[src/rtl/switch_toggle_seq.sv]
`timescale 1ns/1ps
// Toggle-time sequencer: replays a loaded interval table and inverts sw_ctrl at each expiry.
// Latency: start applies init_val at the same edge; toggle k lands sum(max(Ti,1), i<=k) cycles later.
// Backpressure: ld_ready drops while replaying or when the table is full; SWITCH_SEQ_REPEAT_EN loops the table.
module switch_toggle_seq #(
    parameter int DEPTH = 8,
    parameter int CW    = 24,
    parameter bit INIT  = 1'b0
) (
    input  logic                       clk,
    input  logic                       rst,
    input  logic                       clear,
    input  logic                       ld_valid,
    output logic                       ld_ready,
    input  logic [CW-1:0]              ld_data,
    input  logic                       start,
    input  logic                       init_val,
    output logic                       sw_ctrl,
    output logic                       busy,
    output logic                       done,
    output logic [$clog2(DEPTH)-1:0]   idx,
    output logic                       err_ovf
);
    localparam int IW = $clog2(DEPTH);
    localparam logic [IW:0] CNT_FULL = (IW+1)'(DEPTH);

    typedef enum logic {IDLE, RUN} state_t;

    state_t          state_q, state_d;
    logic [CW-1:0]   tbl [DEPTH];
    logic [IW:0]     count;
    logic [CW-1:0]   timer;
    logic [IW-1:0]   idx_nxt;
    logic            wr_en, ovf_set, go, expire, last;

    // A zero interval still costs one cycle so every entry produces a distinct toggle.
    function automatic logic [CW-1:0] ivl(input logic [CW-1:0] v);
        return (v == '0) ? CW'(1) : v;
    endfunction

    assign ld_ready = (state_q == IDLE) && (count != CNT_FULL);
    assign busy     = (state_q == RUN);
    assign idx_nxt  = idx + IW'(1);

    always_comb begin
        state_d = state_q;
        wr_en   = 1'b0;
        ovf_set = 1'b0;
        go      = 1'b0;
        expire  = 1'b0;
        last    = 1'b0;
        unique case (state_q)
            IDLE: begin
                wr_en   = ld_valid && ld_ready;
                ovf_set = ld_valid && !ld_ready;
                go      = start && !ld_valid;
                if (go && count != '0) state_d = RUN;
            end
            RUN: begin
                expire = (timer <= CW'(1));
                last   = expire && (({1'b0, idx} + (IW+1)'(1)) == count);
`ifndef SWITCH_SEQ_REPEAT_EN
                if (last) state_d = IDLE;
`endif
            end
            default: state_d = IDLE;
        endcase
    end

    always_ff @(posedge clk) begin
        if (wr_en && !rst && !clear) tbl[count[IW-1:0]] <= ld_data;
    end

    always_ff @(posedge clk) begin
        if (rst) begin
            state_q <= IDLE;
            sw_ctrl <= INIT;
            done    <= 1'b0;
            idx     <= '0;
            err_ovf <= 1'b0;
            count   <= '0;
            timer   <= '0;
        end else if (clear) begin
            state_q <= IDLE;
            done    <= 1'b0;
            idx     <= '0;
            err_ovf <= 1'b0;
            count   <= '0;
        end else begin
            state_q <= state_d;
            done    <= 1'b0;
            if (wr_en)   count   <= count + (IW+1)'(1);
            if (ovf_set) err_ovf <= 1'b1;
            if (go) begin
                sw_ctrl <= init_val;
                idx     <= '0;
                timer   <= ivl(tbl[0]);
                if (count == '0) done <= 1'b1;
            end
            if (expire) begin
                sw_ctrl <= ~sw_ctrl;
                if (!last) begin
                    idx   <= idx_nxt;
                    timer <= ivl(tbl[idx_nxt]);
                end else begin
                    done <= 1'b1;
`ifdef SWITCH_SEQ_REPEAT_EN
                    idx   <= '0;
                    timer <= ivl(tbl[0]);
`endif
                end
            end else if (state_q == RUN) begin
                timer <= timer - CW'(1);
            end
        end
    end
endmodule
[config.mk]
export PLATFORM = sky130hd
export DESIGN_NAME = switch_toggle_seq
export DESIGN_NICKNAME = d
export VERILOG_FILES = /design/src/rtl/switch_toggle_seq.sv
export SDC_FILE = /design/constraint.sdc
export NUM_CORES = 1
export LEC_CHECK = 0
export ABC_AREA = 1
export CELL_PAD_IN_SITES_DETAIL_PLACEMENT = 0
export CELL_PAD_IN_SITES_GLOBAL_PLACEMENT = 1
export CORE_ASPECT_RATIO = 0.5
export CORE_MARGIN = 2
export CORE_UTILIZATION = 45
export DETAILED_ROUTE_END_ITERATION = 10
export PLACE_DENSITY_LB_ADDON = 0.1
export SYNTH_ARGS = -nofsm -noshare
export SYNTH_HDL_FRONTEND = slang
export SYNTH_SLANG_ARGS = --single-unit
[constraint.sdc]
create_clock -name clk -period 5.58 [get_ports clk]
set_clock_uncertainty 0.15 [all_clocks]
set_input_delay 1.116 -clock clk [delete_from_list [all_inputs] [get_ports clk]]
set_output_delay 1.116 -clock clk [all_outputs]
set_load 0.05 [all_outputs]
; After elaboration in Yosys (flattened, before gate mapping)
; Memories as Yosys holds them, arrays and structs flattened.
; Cells that the tools add are included.
[totals]
n_memories = 1
out_inout_bits = 8
input_bits = 30
mem_bits_ro = 0
regBits = 35
latchBits = 0
ramBits = 192
elab_cells = 62
[memory_table]
columns = memory, depth, word_bits, read_ports, rd_clocked_by_memory_dff, write_ports, line
row1 = tbl, 8, 24, 2, 0, 1, 30  ; logic [CW-1:0] tbl [DEPTH];
[op_classes]
n_reduce_logical = 19
n_mul = 0
n_div = 0
n_shift = 0
add_sub_neg = 4
eq_ne = 2
n_mux = 25
order_cmp = 1
bitwise_logic = 3
[op_table]
columns = cell, count
row1 = two-way mux 24 bit, 6
row2 = zero test 24 bit, 2
row3 = "<= comparator 24 x 1 -> 1 bit, second input constant", 1
row4 = "subtractor 24 x 1 -> 24 bit, second input constant", 1
row5 = two-way mux 1 bit, 15
row6 = two-way mux 3 bit, 3
row7 = logical AND 1 bit, 8
row8 = "adder 3 x 1 -> 4 bit, second input constant", 1
row9 = "adder 4 x 1 -> 4 bit, second input constant", 1
row10 = equality test 4 bit, 1
row11 = zero test 1 bit, 4
row12 = zero test 4 bit, 1
row13 = "inequality test 4 bit, second input constant", 1
row14 = nonzero test 4 bit, 1
row15 = "adder 3 x 1 -> 3 bit, second input constant", 1
row16 = NOT 1 bit, 3
row17 = one-hot mux 1 bit (2 select lines), 1
row18 = AND reduction 2 bit, 1
row19 = nonzero test 2 bit, 1
row20 = OR reduction 2 bit, 1

; Longest topological paths before layout
; Gate-level depths: netlist of the first run.
[logic_depth]
depth_word = 8
depth_mapped = 16
mapped_depth_nobuf = 14

; Worst setup path after synthesis of the first run
; OpenSTA, ideal clock, no wires.
[synth_timing]
path_type = reg2reg
start = register count[0]
end = memory tbl[0][0] (enable)
t_arrival_ps = 3651
path_buffers = 0
slack_ps = 1344
synth_period_minus_slack_ps = 4236
path_stages_with_launch = 10
cell_sequence = dfxtp_1 inv_2 ha_1 inv_1 nor3_1 nor2_1 nand2_1 inv_1 nand2_1 nor3_1
[synth_between]
elab_chain_cells = 8
[synth_rtl]
columns = element, line
row1 = "start, declared", 31  ; logic [IW:0] count;
row2 = "start signal, assigned", 92  ; if (wr_en) count <= count + (IW+1)'(1);
row3 = inequality test 4 bit, 41  ; assign ld_ready = (state_q == IDLE) && (count != CNT_FULL);
row4 = logical AND 1 bit, 41
row5 = via ld_ready, 14  ; output logic ld_ready,
row6 = logical AND 1 bit, 54  ; wr_en = ld_valid && ld_ready;
row7 = two-way mux 1 bit, 52  ; unique case (state_q)
row8 = logical AND 1 bit (2 in a row), 71  ; if (wr_en && !rst && !clear) tbl[count[IW-1:0]] <= ld_data;
row9 = two-way mux 1 bit, 71
row10 = two-way mux 1 bit (not written as such), 71
row11 = "end, declared", 30
; The timed path passes the listed nets, and every way through them passes these cells.

; Final worst setup path of the first run
[layout_timing]
start = register count[0]
end = output ld_ready
[layout_between]
elab_chain_cells = 2
[layout_rtl]
columns = element, line
row1 = inequality test 4 bit, 41
row2 = logical AND 1 bit, 41
row3 = "end, declared", 14
; No other way between the ends.

==> results of run 1 <==
[worst reg2reg max path, delay by kind of cell, from the launching register on]
family / cells / cell delay, ps
DFF: 1 / 490
AOI/OAI and AO/OA: 1 / 110
and+or+nand+nor: 11 / 1240
buffers and inverters: 2 / 1250
[through the flow]
step / worst slack [ps] / utilization / power (mW) / cells
2_1_floorplan: 1340 / - / 2.03 / 1174
3_3_place_gp: 1910 / 0.492 / 2.12 / 1477
3_5_place_dp: 1830 / 0.492 / 2.12 / 1477
4_1_cts: 1740 / 0.522 / 3.60 / 1517
5_1_grt: 1640 / 0.522 / 3.70 / 1517
6_report: 1720 / 0.523 / 3.58 / 1518
[cells in the mapped netlist (11+ instances only)]
master and number:
nor2_1 134, edfxtp_1 192, clkbuf_1 26, nand3_1 90, a31oi_1 19, nand2_1 299
buf_2 18, o21ai_0 94, a21oi_1 29, nand4_1 18, inv_1 132, a22oi_1 11
dfxtp_1 35
[cell families after synthesis]
| kind of cell | Yosys count | share of synthesized area |
|---|---|---|
| simple gates | 560 | 0.214 |
| flops | 227 | 0.601 |
| buf+inv | 194 | 0.0747 |
| compound gates | 169 | 0.0870 |
| xor+xnor | 19 | 0.0169 |
| fa+ha+maj | 5 | 0.00582 |
[where the power goes]
| group | total (mW) | switching [mW] | internal [mW] |
|---|---|---|---|
| registers | 1.88 | 0.0226 | 1.86 |
| logic | 0.206 | 0.135 | 0.0711 |
| clock network | 1.49 | 0.668 | 0.826 |
[state kept, by name (all words and copies together) (netlist names)]
signal,cells
sw_ctrl,1
err_ovf,1
idx,3
timer,24
done,1
count,4
tbl,192
busy,1
[per-layer routing]
layer | vias to the layer above | global-route usage
met5 | - | 0
met4 | 0 | 0.0318
met3 | 27 | 0.0670
met2 | 313 | 0.304
met1 | 3965 | 0.396
li1 | 3946 | -
[cell type report]
type | count | area share
Clock buffer | 27 | 0.0471
Clock inverter | 13 | 0.0112
Inverter | 138 | 0.0429
Antenna cell | 1 | 0.000207
Tap cell | 307 | 0.0318
Timing Repair Buffer | 52 | 0.0400
Sequential cell | 227 | 0.535
Multi-Input combinational cell | 753 | 0.292
[path summary, 6_finish.rpt]
kind / depth (start not counted) / startpoint / endpoint / slack [ps]
min: 2 / err_ovf / err_ovf / 340
max: 6 / count[0] / ld_ready / 1720
max reg2reg: 14 / idx[0] / timer[0] / 2280
min reg2reg: 2 / err_ovf / err_ovf / 340
[layout by cell type, fill, tap and decap left out, types with 7 or more instances in the layout]
| master | n |
|---|---|
| o21ai_0 | 94 |
| nand3_1 | 90 |
| dfxtp_1 | 34 |
| buf_4 | 15 |
| a31oi_1 | 19 |
| nor2_1 | 132 |
| nand4_1 | 18 |
| clkdlybuf4s50_1 | 37 |
| a21oi_1 | 29 |
| nand2_1 | 299 |
| a22oi_1 | 11 |
| clkbuf_16 | 22 |
| xnor2_1 | 7 |
| edfxtp_1 | 192 |
| xor2_1 | 10 |
| inv_1 | 132 |
==> summary.txt, run 1 <==
CP max stage cell -> clkdlybuf4s50_1
setup violators final -> 0
gpl congestion -> 0.848
Crit path largest cell delay -> 820 ps
Slew Viols, Final -> 0
H-tree levels -> 1
global-route wire length before repair -> 44,500 um
Main synth FF type -> edfxtp_1
Post-DRT Antenna Nets -> 0
HP Class -> flop to flop
initial antenna violation count -> 0
status -> finished clean
Crit Path Class -> flop to output port
cts repair resizes -> 0
Die H -> 113 um
initial core utilization -> 0.465
Final Cycle Share -> 0.691
worst-skew pair later-pin latency -> 540 ps
Initial DRT Pass Iterations -> 5
area grow syn2layout -> 12.4%
crit end category -> output port
CTS tree -> yes
fmax -> 259 MHz
Lkg Pwr -> 4.73 nW
largest net degree at the start of global routing -> 78
drt via density -> 5.44
Root Buffer -> clkbuf_16
num ports -> 38
WL met2 -> 11,200 um
# rows -> 39
share of cells above drive strength 1 -> 0.0579
vias in the first global route -> 7,109
Worst Path Buf+Inv -> 3
Setup TNS Final -> 0 ps
largest cells by area after synthesis -> edfxtp_1 54%, nand2_1 10%, dfxtp_1 6.5%
CP startpoint kind -> flop
Max Cap Viol -> 0
Clock Sinks -> 227
detailed placement HPWL -> 19,800 um
Peak supply drop -> 0.000168 V
PD cells -> 296 mW/mm^2
routed vias -> 8,251
DR WL/cell -> 19.7 um
Synth cell types -> 39
Worst-Margin Slew -> 1150 ps
Die Span X -> 223 um
GR Overflow Total -> 0
Starting DRT DRC Count -> 997
syn nets -> 1,209
Crit path required time -> 4310 ps
Reg clk slew, reported paths -> 70 ps
worst path cell trace -> inv_2 > ha_1 > inv_1 > nor3_1 > nor2_1 > clkdlybuf4s50_1
FF+latch count, synth -> 227
GR Util All Layers -> 0.238
wl on met1 -> 15,400 um
Max-slew headroom -> 0.234
clock tree buffer depth -> 3
delay-heaviest family, CP -> buffers and inverters
final instance area -> 0.0121 mm^2
mapped cell area -> 0.0108 mm^2
register area share after synthesis -> 0.601
EDFF count, synth -> 192
post-synth top area cell -> edfxtp_1
area of the multi-input gates -> 0.00352 mm^2
Synthesis Warnings -> 0
Min Hold Slack -> 339 ps
DRC Markers -> 0
DR top layer -> met4
Data arrival, critical path -> 2590 ps
die area -> 0.0252 mm^2
FILL cells -> 2,161
Nets -> 1,229
register area -> 0.00647 mm^2
Async SR Flop Fraction -> 0
postcts setup bufs -> 0
RSZ-0062 raised after global routing -> false
Inserted Clock Buffers -> 22
Avg Cell Area, Syn -> 9.16 um^2
IO Port Bufs -> 37
routed wire length -> 29,800 um
cells after synthesis -> 1,174
dpl cell area -> 0.0114 mm^2
crit path max fanout -> 7
post-layout min period -> 3860 ps
core footprint -> 0.0231 mm^2
top cell type's share of synthesized area -> 0.536
Hold Vio Cnt, Final -> 0
hold buffer count at CTS -> 0
WL met3 -> 2980 um
Power figures use the tool's default switching activity.
==> inputs of run 2 (changes only) <==
Settings changed: CORE_UTILIZATION 45 to 43.
Clock period 5.58 ns to 3.3 ns, I/O delays scaled along.
==> summary.txt, run 2 (synthesis gave the netlist of run 1 again) <==
Die Span X -> 228 um (+2.3%)
routed vias -> 8,108 (-1.7%)
commonest non-fill, non-tap cell in the layout -> nand2_1
HP Class -> flop to flop
FILL cells -> 2,218 (+2.6%)
Crit path required time -> 2490 ps (-1820 ps)
# diodes -> 0 (-1)
largest net degree at the start of global routing -> 115 (+47%)
Lkg Pwr -> 4.83 nW (+2.2%)
routed wire length -> 30,300 um (+1.6%)
core footprint -> 0.0243 mm^2 (+4.9%)
Hold Vio Cnt, Final -> 0 (unchanged)
register area -> 0.00647 mm^2 (unchanged)
area grow syn2layout -> 15.0%
non-filler cells, final -> 1,557 (+2.6%)
IO Port Bufs -> 37 (unchanged)
Max-slew headroom -> 0.524 (+0.290)
dpl cells -> 1,518 (+2.8%)
crit end category -> output port
status -> finished clean
Data arrival, critical path -> 2270 ps (-320 ps)
CTS tree -> yes
Starting DRT DRC Count -> 921 (-7.6%)
global-route wire length before repair -> 45,700 um (+2.8%)
Root Buffer -> clkbuf_16
H-tree levels -> 1 (unchanged)
commonest non-fill, non-tap cells in the layout -> 299 x nand2_1, 192 x edfxtp_1, 132 x inv_1
PD cells -> 486 mW/mm^2 (+64%)
hold buffer count at CTS -> 0 (unchanged)
# rows -> 40 (+2.6%)
drt via density -> 5.21 (-4.2%)
max FFs per register -> 192 (unchanged)
fmax -> 324 MHz
detailed placement HPWL -> 19,300 um (-2.4%)
cts repair resizes -> 1 (+1)
worst setup margin -> 215 ps (-1510 ps)
Clock Sinks -> 227 (unchanged)
Worst-Margin Slew -> 712 ps (-435 ps)
Nets -> 1,241 (+0.98%)
gpl congestion -> 0.857 (+1.1%)
crit path max fanout -> 7 (unchanged)
Inserted Clock Buffers -> 22 (unchanged)
setup violators final -> 0 (unchanged)
Crit Path Class -> flop to output port
Reg clk slew, reported paths -> 70 ps (about the same)
Post-DRT Antenna Nets -> 0 (unchanged)
Max Cap Viol -> 0 (unchanged)
share of cells above drive strength 1 -> 0.0713 (+0.0134)
Setup TNS Final -> 0 ps (unchanged)
vias in the first global route -> 7,400 (+4.1%)
RSZ-0062 raised after global routing -> false
CP startpoint kind -> flop
DRC Markers -> 0 (unchanged)
Final Power -> 6.02 mW (+68%)
initial antenna violation count -> 0 (unchanged)
postcts setup bufs -> 0 (unchanged)
DR WL/cell -> 19.5 um (-0.96%)
Peak supply drop -> 0.000285 V (+70%)
area of the multi-input gates -> 0.00356 mm^2 (+1.1%)
Die H -> 116 um (+2.2%)
Final Cycle Share -> 0.935
Slew Viols, Final -> 0 (unchanged)
worst-skew pair later-pin latency -> 540 ps (about the same)
flop2flop setup slack -> 630 ps (-1650 ps)
die area -> 0.0264 mm^2 (+4.5%)
clock tree buffer depth -> 3 (unchanged)
worst slack at placement -> 501 ps (-1330 ps)
Min Hold Slack -> 329 ps (-9.54 ps)
GR Util All Layers -> 0.237 (-0.000757)
num ports -> 38 (unchanged)
post-layout min period -> 3080 ps
initial core utilization -> 0.443 (-0.0219)
GR Overflow Total -> 0 (unchanged)
Initial DRT Pass Iterations -> 5 (unchanged)
[run 2: cell count changes in the layout (fill, tap and decap cells not counted), moves of 2 or more]
cell,change
nor3_4,+6
buf_4,+2
buf_12,+10
nor3_2,-6
clkbuf_1,-5
clkinvlp_4,+3
[run 2: metrics by stage]
step	utilization	area, um^2
after floorplan	-	10800
after global placement	0.481	11700
after detailed placement	0.481	11700
after CTS	0.509	12400
after global routing	0.509	12400
final	0.509	12400
[run 2: cell type report]
class,instances,area share
repair buffers,64,0.0564
flip-flops and latches,227,0.523
well taps,336,0.0340
clock buffers,22,0.0445
inverters,138,0.0419
clock inverters,17,0.0117
multi-input cells,753,0.288
[run 2: routing by layer]
layer | part of all wire | vias up | track usage
met5 | 0 | - | 0
met4 | 0.014 | 0 | 0.0392
met2 | 0.39 | 271 | 0.322
met3 | 0.079 | 28 | 0.0446
met1 | 0.52 | 3833 | 0.391
li1 | - | 3976 | -
[run 2: where the power goes]
| group | internal [mW] | switching [mW] |
|---|---|---|
| clock | 1.32 | 1.17 |
| sequential | 3.14 | 0.0376 |
| combinational | 0.127 | 0.224 |
| total | 4.59 | 1.43 |
[run 2: final timing paths]
kind,from,endpoint,depth (start not counted)
worst min register to register,err_ovf,err_ovf,2
worst max register to register,count[0],tbl[5][20],10
worst min-delay path,err_ovf,err_ovf,2
worst max-delay path,count[0],ld_ready,6
[run 2: critical path, cell delays in order, from the launching register on]
cell and delay, ps:
dfxtp_1 530, inv_2 180, ha_1 230, inv_1 70, nor3_1 70, nor2_2 110, dlygate4sd2_1 540
==> inputs of run 3 (changes only) <==
Settings changed: CORE_UTILIZATION 43 to 40, GPL_ROUTABILITY_DRIVEN set to 0.
==> summary.txt, run 3 (synthesis gave the netlist of run 1 again) <==
FILL cells -> 2,498 (+13%)
commonest non-fill, non-tap cell in the layout -> nand2_1
r2r startpoint -> count[0]
hold buffer count at CTS -> 0 (unchanged)
Reg clk slew, reported paths -> 70 ps (about the same)
Peak supply drop -> 0.000328 V (+15%)
DR top layer -> met4
routed vias -> 8,123 (+0.19%)
DRC Markers -> 0 (unchanged)
initial core utilization -> 0.407 (-0.0362)
max FFs per register -> 192 (unchanged)
Worst-Margin Slew -> 771 ps (+58.0 ps)
R2R Path End -> tbl[2][4]
crit path max fanout -> 61 (+54)
DR WL/cell -> 19.5 um (+0.11%)
Max-slew headroom -> 0.486 (-0.0387)
Min Hold Slack -> 343 ps (+13.8 ps)
Lkg Pwr -> 4.82 nW (-0.31%)
area grow syn2layout -> 14.7%
Worst Reg-to-Reg Cells -> 10 (unchanged)
Inserted Clock Buffers -> 22 (unchanged)
# rows -> 42 (+5.0%)
Crit Path Class -> flop to output port
Starting DRT DRC Count -> 725 (-21%)
IO Port Bufs -> 37 (unchanged)
HP Class -> flop to flop
worst-skew pair later-pin latency -> 540 ps (about the same)
GR Util All Layers -> 0.220 (-0.0173)
Max Cap Viol -> 0 (unchanged)
Worst Path Buf+Inv -> 2 (-1)
WL met3 -> 1910 um (-20%)
initial antenna violation count -> 0 (unchanged)
# diodes -> 0 (unchanged)
CP startpoint kind -> flop
die area -> 0.0283 mm^2 (+7.3%)
Crit path required time -> 2490 ps (about the same)
Post-DRT Antenna Nets -> 0 (unchanged)
wl on met1 -> 16,200 um (+3.3%)
PD cells -> 484 mW/mm^2 (-0.59%)
RSZ-0062 raised after global routing -> false
Crit path largest cell delay -> 930 ps (+390 ps)
Worst Hold Path EP -> err_ovf
Die H -> 120 um (+3.6%)
Hold Vio Cnt, Final -> 0 (unchanged)
num ports -> 38 (unchanged)
Nets -> 1,243 (+0.16%)
CTS tree -> yes
hold path start -> err_ovf
setup violators final -> 0 (unchanged)
flop2flop setup slack -> 580 ps (-50 ps)
global-route wire length before repair -> 46,600 um (+1.9%)
Clock Sinks -> 227 (unchanged)
utilization after layout -> 0.467 (-0.0427)
crit end category -> output port
Die Span X -> 236 um (+3.6%)
worst hold stages -> 2 (unchanged)
detailed placement HPWL -> 20,100 um (+4.1%)
WL met2 -> 12,300 um (+3.5%)
clock tree buffer depth -> 3 (unchanged)
delay-heaviest family, CP -> buffers and inverters
H-tree levels -> 1 (unchanged)
status -> finished clean
worst path cell trace -> buf_4 > clkdlybuf4s50_1
Data arrival, critical path -> 2380 ps (+110 ps)
core footprint -> 0.0264 mm^2 (+8.9%)
commonest non-fill, non-tap cells in the layout -> 299 x nand2_1, 192 x edfxtp_1, 132 x inv_1
routed wire length -> 30,700 um (+1.3%)
Final Cycle Share -> 0.967 (+0.0327)
fmax -> 313 MHz (-3.4%)
vias in the first global route -> 7,492 (+1.2%)
share of cells above drive strength 1 -> 0.0662 (-0.00502)
post-layout min period -> 3190 ps (+108 ps)
largest net degree at the start of global routing -> 62 (-46%)
Final Power -> 5.97 mW (-0.82%)
Initial DRT Pass Iterations -> 5 (unchanged)
drt via density -> 5.16 (-0.96%)
CP max stage cell -> clkdlybuf4s50_1
Slew Viols, Final -> 0 (unchanged)
Root Buffer -> clkbuf_16
GR Overflow Total -> 0 (unchanged)
[run 3: cell types whose count changed in the layout (fill, tap and decap cells not counted)]
cell and delta:
buf_12 -3, clkinvlp_2 +1, buf_4 +5, clkinv_4 -1, clkbuf_1 +5, inv_6 -1, clkinv_2 -4, clkinvlp_4 -3
clkinv_1 +3
[run 3: final cells by class]
type	instances	area, um^2	share of cell area
Sequential cell	227	6470	0.524
Multi-Input combinational cell	753	3560	0.289
Timing Repair Buffer	66	674	0.0547
Clock buffer	27	569	0.0461
Inverter	138	518	0.0420
Tap cell	352	440	0.0357
Clock inverter	12	101	0.00822
[run 3: routing by layer]
| metal | vias up | global-route usage |
|---|---|---|
| li1 | 3980 | - |
| met1 | 3931 | 0.356 |
| met2 | 189 | 0.303 |
| met3 | 23 | 0.0449 |
| met4 | 0 | 0.0330 |
| met5 | - | 0 |
[run 3: worst max path at each step]
stage | from | to | slack [ps] | cells after the start
floorplan | count[0] | tbl[1][0] | -100 | 9
global placement | count[0] | ld_ready | 530 | 6
detailed placement | count[0] | ld_ready | 460 | 6
CTS | idx[0] | idx[0] | 70 | 2
global route | idx[0] | idx[0] | 40 | 2
finish | idx[0] | idx[0] | 110 | 2
[run 3: worst min-delay path: stages, from the launching register on]
cell and delay [ps]:
dfxtp_1 340, a31oi_1 50, nor2_1 70
[run 3: power breakdown]
part / internal (mW) / switching [mW] / leakage, nW
sequential: 3.14 / 0.0377 / 2.02
combinational: 0.127 / 0.228 / 2.48
clock: 1.31 / 1.12 / 0.321
[run 3: metrics by stage]
stage	cell area [um^2]	TNS (ps)	setup WS [ps]	instances
after global routing	12300	0	35.2	1575
after detailed placement	11700	0	464	1536
after floorplan	10800	-8470	-101	1174
after global placement	11700	0	530	1536
after CTS	12300	0	72.5	1575
final	12300	0	107	1575
[run 3: timing repair]
item	4_1_cts	5_1_grt
setup buffers	0	0
endpoints found under the setup margin	1	0
resized for setup	1	0
